## config.mk

```make
export PLATFORM = sky130hd
export DESIGN_NAME = dmem_arbiter
export DESIGN_NICKNAME = d
export VERILOG_FILES = /design/src/rtl/dmem_arbiter.sv
export SDC_FILE = /design/constraint.sdc
export NUM_CORES = 1
export LEC_CHECK = 0
export CAP_MARGIN = 20
export CORE_ASPECT_RATIO = 1.75
export CORE_UTILIZATION = 41
export CTS_CLUSTER_DIAMETER = 40
export DETAILED_ROUTE_END_ITERATION = 16
export GPL_TIMING_DRIVEN = 0
export MAX_ROUTING_LAYER = met4
export PLACE_DENSITY_LB_ADDON = 0.1
export REMOVE_ABC_BUFFERS = 1
export SLEW_MARGIN = 15
export SYNTH_ARGS = -nofsm -noshare
export SYNTH_HDL_FRONTEND = slang
export SYNTH_SLANG_ARGS = --single-unit
```

## constraint.sdc

```tcl
create_clock -name clk -period 1.7 [get_ports clk]
set_input_delay 0.255 -clock clk [delete_from_list [all_inputs] [get_ports clk]]
set_output_delay 0.255 -clock clk [all_outputs]
set_load 0.01 [all_outputs]
```

## src/rtl/dmem_arbiter.sv

```systemverilog
// dmem_arbiter
//   Shares the single-port data memory (DMem) between two requesters:
//   requester 0 (core load/store unit) and requester 1 (debug/DMA port).
//   Requests are arbitrated round-robin, one transaction is in flight at a
//   time, and each transaction takes IDLE -> ACCESS -> RESP (minimum three
//   cycles). The DMem strobes and operands are driven from registers during
//   the single ACCESS cycle; the load result (or store acknowledge) is held
//   on the owner's response port until the owner takes it.
//
// Ports
//   clk, rst_n                 clock; synchronous active-low reset
//   m{0,1}_req_valid/ready     request handshake (fields held until ready)
//   m{0,1}_req_we/funct3/addr/wdata  request fields (store when we=1)
//   m{0,1}_rsp_valid/ready     response handshake
//   m{0,1}_rsp_rdata/err       load result (0 for stores) / access rejected
//   dmem_funct3/address/MemRead/MemWrite/rs   to DMem, live only in ACCESS
//   dmem_rd                    from DMem, combinational while MemRead=1
//
// Configuration
//   DMEM_ARB_ACCESS_CHECK_EN   when defined, misaligned halfword/word
//                              accesses and illegal funct3 codes are rejected
//                              at handshake: the ACCESS cycle still happens
//                              with both strobes low and the response carries
//                              err=1, rdata=0. When undefined, every request
//                              is forwarded unchanged and err is always 0.
module dmem_arbiter #(
  parameter int ADDLEN = 32,
  parameter int VLEN   = 32,
  parameter int F3     = 3
) (
  input  logic              clk,
  input  logic              rst_n,

  input  logic              m0_req_valid,
  output logic              m0_req_ready,
  input  logic              m0_req_we,
  input  logic [F3-1:0]     m0_req_funct3,
  input  logic [ADDLEN-1:0] m0_req_addr,
  input  logic [VLEN-1:0]   m0_req_wdata,
  output logic              m0_rsp_valid,
  input  logic              m0_rsp_ready,
  output logic [VLEN-1:0]   m0_rsp_rdata,
  output logic              m0_rsp_err,

  input  logic              m1_req_valid,
  output logic              m1_req_ready,
  input  logic              m1_req_we,
  input  logic [F3-1:0]     m1_req_funct3,
  input  logic [ADDLEN-1:0] m1_req_addr,
  input  logic [VLEN-1:0]   m1_req_wdata,
  output logic              m1_rsp_valid,
  input  logic              m1_rsp_ready,
  output logic [VLEN-1:0]   m1_rsp_rdata,
  output logic              m1_rsp_err,

  output logic [F3-1:0]     dmem_funct3,
  output logic [ADDLEN-1:0] dmem_address,
  output logic              dmem_MemRead,
  output logic              dmem_MemWrite,
  output logic [VLEN-1:0]   dmem_rs,
  input  logic [VLEN-1:0]   dmem_rd
);

  typedef enum logic [1:0] {
    IDLE   = 2'd0,
    ACCESS = 2'd1,
    RESP   = 2'd2
  } state_t;

  state_t state_q, state_d;

  // Latched transaction
  logic              owner_q;
  logic              we_q;
  logic              reject_q;
  logic [F3-1:0]     funct3_q;
  logic [ADDLEN-1:0] addr_q;
  logic [VLEN-1:0]   wdata_q;
  // Response register
  logic [VLEN-1:0]   rdata_q;
  logic              err_q;
  // Requester granted by the most recent handshake; 1 after reset so that
  // requester 0 wins the first tie.
  logic              last_grant;

  logic              gnt_any;
  logic              gnt_id;
  logic              sel_we;
  logic [F3-1:0]     sel_funct3;
  logic [ADDLEN-1:0] sel_addr;
  logic [VLEN-1:0]   sel_wdata;
  logic              reject_d;
  logic              owner_rsp_ready;
  logic              in_access;
  logic              in_resp;

  // Arbitration only exists in IDLE, so a request arriving while busy simply
  // waits. Ready is asserted only to a valid requester, hence gnt_any is the
  // handshake itself.
  always_comb begin
    // NOTE: every always_comb output gets a default first so no path can
    // leave it unassigned and infer a latch.
    gnt_any = 1'b0;
    gnt_id  = 1'b0;
    if (state_q == IDLE) begin
      if (m0_req_valid && m1_req_valid) begin
        gnt_any = 1'b1;
        gnt_id  = ~last_grant;
      end else if (m0_req_valid) begin
        gnt_any = 1'b1;
        gnt_id  = 1'b0;
      end else if (m1_req_valid) begin
        gnt_any = 1'b1;
        gnt_id  = 1'b1;
      end
    end
  end

  assign m0_req_ready = gnt_any & ~gnt_id;
  assign m1_req_ready = gnt_any &  gnt_id;

  // Fields of the granted requester
  assign sel_we     = gnt_id ? m1_req_we     : m0_req_we;
  assign sel_funct3 = gnt_id ? m1_req_funct3 : m0_req_funct3;
  assign sel_addr   = gnt_id ? m1_req_addr   : m0_req_addr;
  assign sel_wdata  = gnt_id ? m1_req_wdata  : m0_req_wdata;

`ifdef DMEM_ARB_ACCESS_CHECK_EN
  // Natural alignment and legal width codes; lbu/lhu have no store form.
  always_comb begin
    reject_d = 1'b0;
    case (sel_funct3)
      3'b000:  reject_d = 1'b0;
      3'b001:  reject_d = sel_addr[0];
      3'b010:  reject_d = (sel_addr[1:0] != 2'b00);
      3'b100:  reject_d = sel_we;
      3'b101:  reject_d = sel_we | sel_addr[0];
      default: reject_d = 1'b1;
    endcase
  end
`else
  assign reject_d = 1'b0;
`endif

  assign owner_rsp_ready = owner_q ? m1_rsp_ready : m0_rsp_ready;

  always_comb begin
    state_d = state_q;
    case (state_q)
      IDLE:    if (gnt_any) state_d = ACCESS;
      ACCESS:  state_d = RESP;
      RESP:    if (owner_rsp_ready) state_d = IDLE;
      default: state_d = IDLE;
    endcase
  end

  always_ff @(posedge clk) begin
    // NOTE: sequential state uses non-blocking assignments so every register
    // samples the pre-edge values regardless of statement order.
    if (!rst_n) begin
      state_q    <= IDLE;
      last_grant <= 1'b1;
      owner_q    <= 1'b0;
      we_q       <= 1'b0;
      reject_q   <= 1'b0;
      funct3_q   <= '0;
      addr_q     <= '0;
      wdata_q    <= '0;
      rdata_q    <= '0;
      err_q      <= 1'b0;
    end else begin
      state_q <= state_d;
      if (gnt_any) begin
        owner_q    <= gnt_id;
        last_grant <= gnt_id;
        we_q       <= sel_we;
        funct3_q   <= sel_funct3;
        addr_q     <= sel_addr;
        wdata_q    <= sel_wdata;
        reject_q   <= reject_d;
      end
      // The load result is taken at the end of ACCESS while MemRead is high;
      // stores and rejected accesses answer with zero data.
      if (state_q == ACCESS) begin
        rdata_q <= (we_q || reject_q) ? '0 : dmem_rd;
        err_q   <= reject_q;
      end
    end
  end

  assign in_access = (state_q == ACCESS);
  assign in_resp   = (state_q == RESP);

  // A store in ACCESS when reset asserts still commits: DMem samples this
  // registered-state strobe on the same edge that applies the reset.
  assign dmem_MemWrite = in_access &  we_q & ~reject_q;
  assign dmem_MemRead  = in_access & ~we_q & ~reject_q;
  assign dmem_address  = in_access ? addr_q   : '0;
  assign dmem_funct3   = in_access ? funct3_q : '0;
  assign dmem_rs       = in_access ? wdata_q  : '0;

  assign m0_rsp_valid = in_resp & ~owner_q;
  assign m1_rsp_valid = in_resp &  owner_q;
  assign m0_rsp_rdata = m0_rsp_valid ? rdata_q : '0;
  assign m1_rsp_rdata = m1_rsp_valid ? rdata_q : '0;
  assign m0_rsp_err   = m0_rsp_valid & err_q;
  assign m1_rsp_err   = m1_rsp_valid & err_q;

endmodule

```

==> metrics <==
Area Overhead vs Synth 110.0%; critical path data required time 1440 ps; VDD IR-drop max 0.0006969 V; CP Capture Type output pin; drt wl/cell 28.63 um; GR Util All Layers 40.00%; CTS tree done; DRT antenna net count 0; cell count after synthesis 730; post-route minimum period 2014 ps; DP HPWL 14840 um; Int Power 0.006041 W; Core Region 0.01499 mm2; Ys Warns 0; Slew Viols, Final 0; Switching Share 35.29%; pin count of the biggest net entering global routing 56; total routed wirelength 36680 um; initial antenna violation count 3; Final Skew 8.499 ps; Worst-Margin Slew 575.2 ps; post-synth cell types 32; RSZ-0062 raised after global routing yes; Clock transition at path regs 80 ps; FF+latch count, synth 104; I/O pins 313; Max H-tree Level 3; Hold Path Class in2reg; PnR worst setup slack -313.5 ps; gpl congestion 0.8036; initial core utilization 42.41%; clock tree buffer depth 2; final worst path period share 118.4%; CTS root buf clkbuf_16; Nets 1264; clk sinks 104; area of the multi-input gates 0.005623 mm2; Seq/Total Area, Yosys 32.76%; clock share of power 23.6%; First DRT Iteration DRCs 709; GRT overflow 0; # setup viols final 226; fraction of registers with async set/reset 0%; CTS buffer count 9; Post-synth EDFFs 0; netlist area before placement 0.006355 mm2; DR vias 8526; share of post-route cells with drive strength above 1 50.32%; Port Buf Inserts 310; status complete, but fails checks; maxcap violations 0; power share of the combinational group 44.9%; Setup Total Neg Slack -41140 ps; Critical Path Start Type flip-flop; Site Rows 59; PD cells 699.5 mW/mm2; Hold Vio Cnt, Final 0; post-place setup slack -1114 ps; Rel. slew slack 60.66%; failing checks negative setup slack; DR DRC count 0; Flop pwr share 31.5%; First-pass DRT Iterations 5; die area 0.01602 mm2; number of global-route vias before repair 8186; first-pass GRT wire length 47100 um; chip width 96.11 um; crit path kind reg2out; total area of sequential cells 0.002096 mm2; # fillers 641; P_sw 0.003294 W; Post-synth top flop dfxtp_1; Arrival @ worst endpoint 1760 ps; LEAKAGE 5.165 nW; f_max 0.4966 GHz; Die H 166.7 um; detailed-route vias per instance 6.656; crit-path max FO 7; Clock Latency Late Sink 350 ps; Syn Area/Cell 8.705 um2
==> through the flow <==
step / instance area (um2) / hold WS [ps] / total power (W) / instances / utilization [%]
floorplan: 5882 / 326.8 / 0.003865 / 628 / -
global placement: 9214 / 461.6 / 0.004851 / 1121 / 61.48
detailed placement: 9505 / 460.6 / 0.005049 / 1133 / 63.43
CTS: 11790 / 327.8 / 0.008462 / 1240 / 78.68
global route: 13350 / 364.0 / 0.009566 / 1281 / 89.05
finish: 13350 / 363.1 / 0.009335 / 1281 / 89.05
==> cells in the mapped netlist (2+ instances only) <==
cell type,instances,area [um2]
buf_4,5,37.54
nor4b_2,7,105.1
a2111oi_0,58,508.0
buf_2,21,105.1
nand2_1,33,123.9
nand3b_1,33,247.7
buf_6,6,67.56
o21ai_0,2,10.01
nand3_1,2,10.01
and2_1,132,825.8
dfxtp_1,104,2082
nor4b_1,129,1130
a21boi_0,34,255.2
clkbuf_1,70,262.8
a2111oi_2,9,135.1
nor2_1,2,7.510
a21oi_1,68,340.3
==> cells in the final DEF, fill, tap and decap left out, drive strengths merged, types with 3 or more instances in the layout <==
cell type / n
bufbuf: 4
nor4b: 136
buf: 259
a21boi: 34
or2: 7
and2: 132
nand2: 35
nor2: 3
diode: 3
clkbuf: 15
a21oi: 68
a2111oi: 68
clkdlybuf4s50: 170
inv: 5
dfxtp: 104
nand3b: 33
and3b: 4
==> sequential cells by signal (all words and copies together), names as in the netlist <==
register,cells
state_q,2
rdata_q,32
funct3_q,3
addr_q,32
we_q,1
last_grant,1
wdata_q,32
owner_q,1
==> cells by family after synthesis <==
family	after synthesis	share of synthesized area [%]
simple gates	347	39.52
mux	1	0.1575
other cells	1	0.05901
flops	104	32.76
compound gates	173	19.94
buf+inv	104	7.560
==> critical path, stage by stage, from the launching register on <==
cell     delay (ps)
dfxtp_4         370
buf_8           140
nor3b_4         210
buf_6           150
buf_12          110
buf_8           130
and2_4          190
buf_6           110
==> layout make-up <==
class                           count  share of cell area [%]
Multi-Input combinational cell    535                   42.13
Clock inverter                      7                  0.5625
Timing Repair Buffer              439                   38.09
Sequential cell                   104                   15.70
Tap cell                          183                   1.716
Clock buffer                        9                   1.688
Inverter                            1                 0.04688
Antenna cell                        3                 0.05625
==> metal layers <==
layer	wire length [um]	up-vias	part of all wire (%)	global-route usage (%)
li1	-	3513	-	-
met1	12010	4105	33	41.91
met2	18260	669	50	65.77
met3	3333	239	9.1	8.311
met4	3072	0	8.4	26.41
met5	0	-	0	-
==> power by group through the flow <==
stage	clock network [W]	registers, W	logic [W]
finish	0.00220	0.00294	0.00419
global route	0.00230	0.00296	0.00430
CTS	0.00219	0.00289	0.00338
detailed placement	0	0.00293	0.00212
global placement	0	0.00290	0.00195
floorplan	0	0.00287	0.000997
==> repair_timing <==
item / CTS / global route
cloned: 32 / 5
pin swaps: 68 / 74
hold buffers: 0 / 0
resized for setup: 840 / 310
setup buffers: 60 / 41
setup endpoints to repair: 240 / 220
==> final timing paths <==
path	startpoint	to	slack [ps]	cells past startpoint
worst max-delay path	state_q[0]$_SDFFE_PN0P_	m0_rsp_rdata[26]	-310	7
worst min-delay path	rst_n	last_grant$_SDFFE_PN1N_	360	2
worst max register to register	state_q[1]$_SDFFE_PN0P_	wdata_q[10]$_SDFFE_PN0N_	-290	7
worst min register to register	rdata_q[20]$_SDFFE_PN0N_	rdata_q[20]$_SDFFE_PN0N_	470	2
Note: power is estimated with default switching activity, not from simulation.
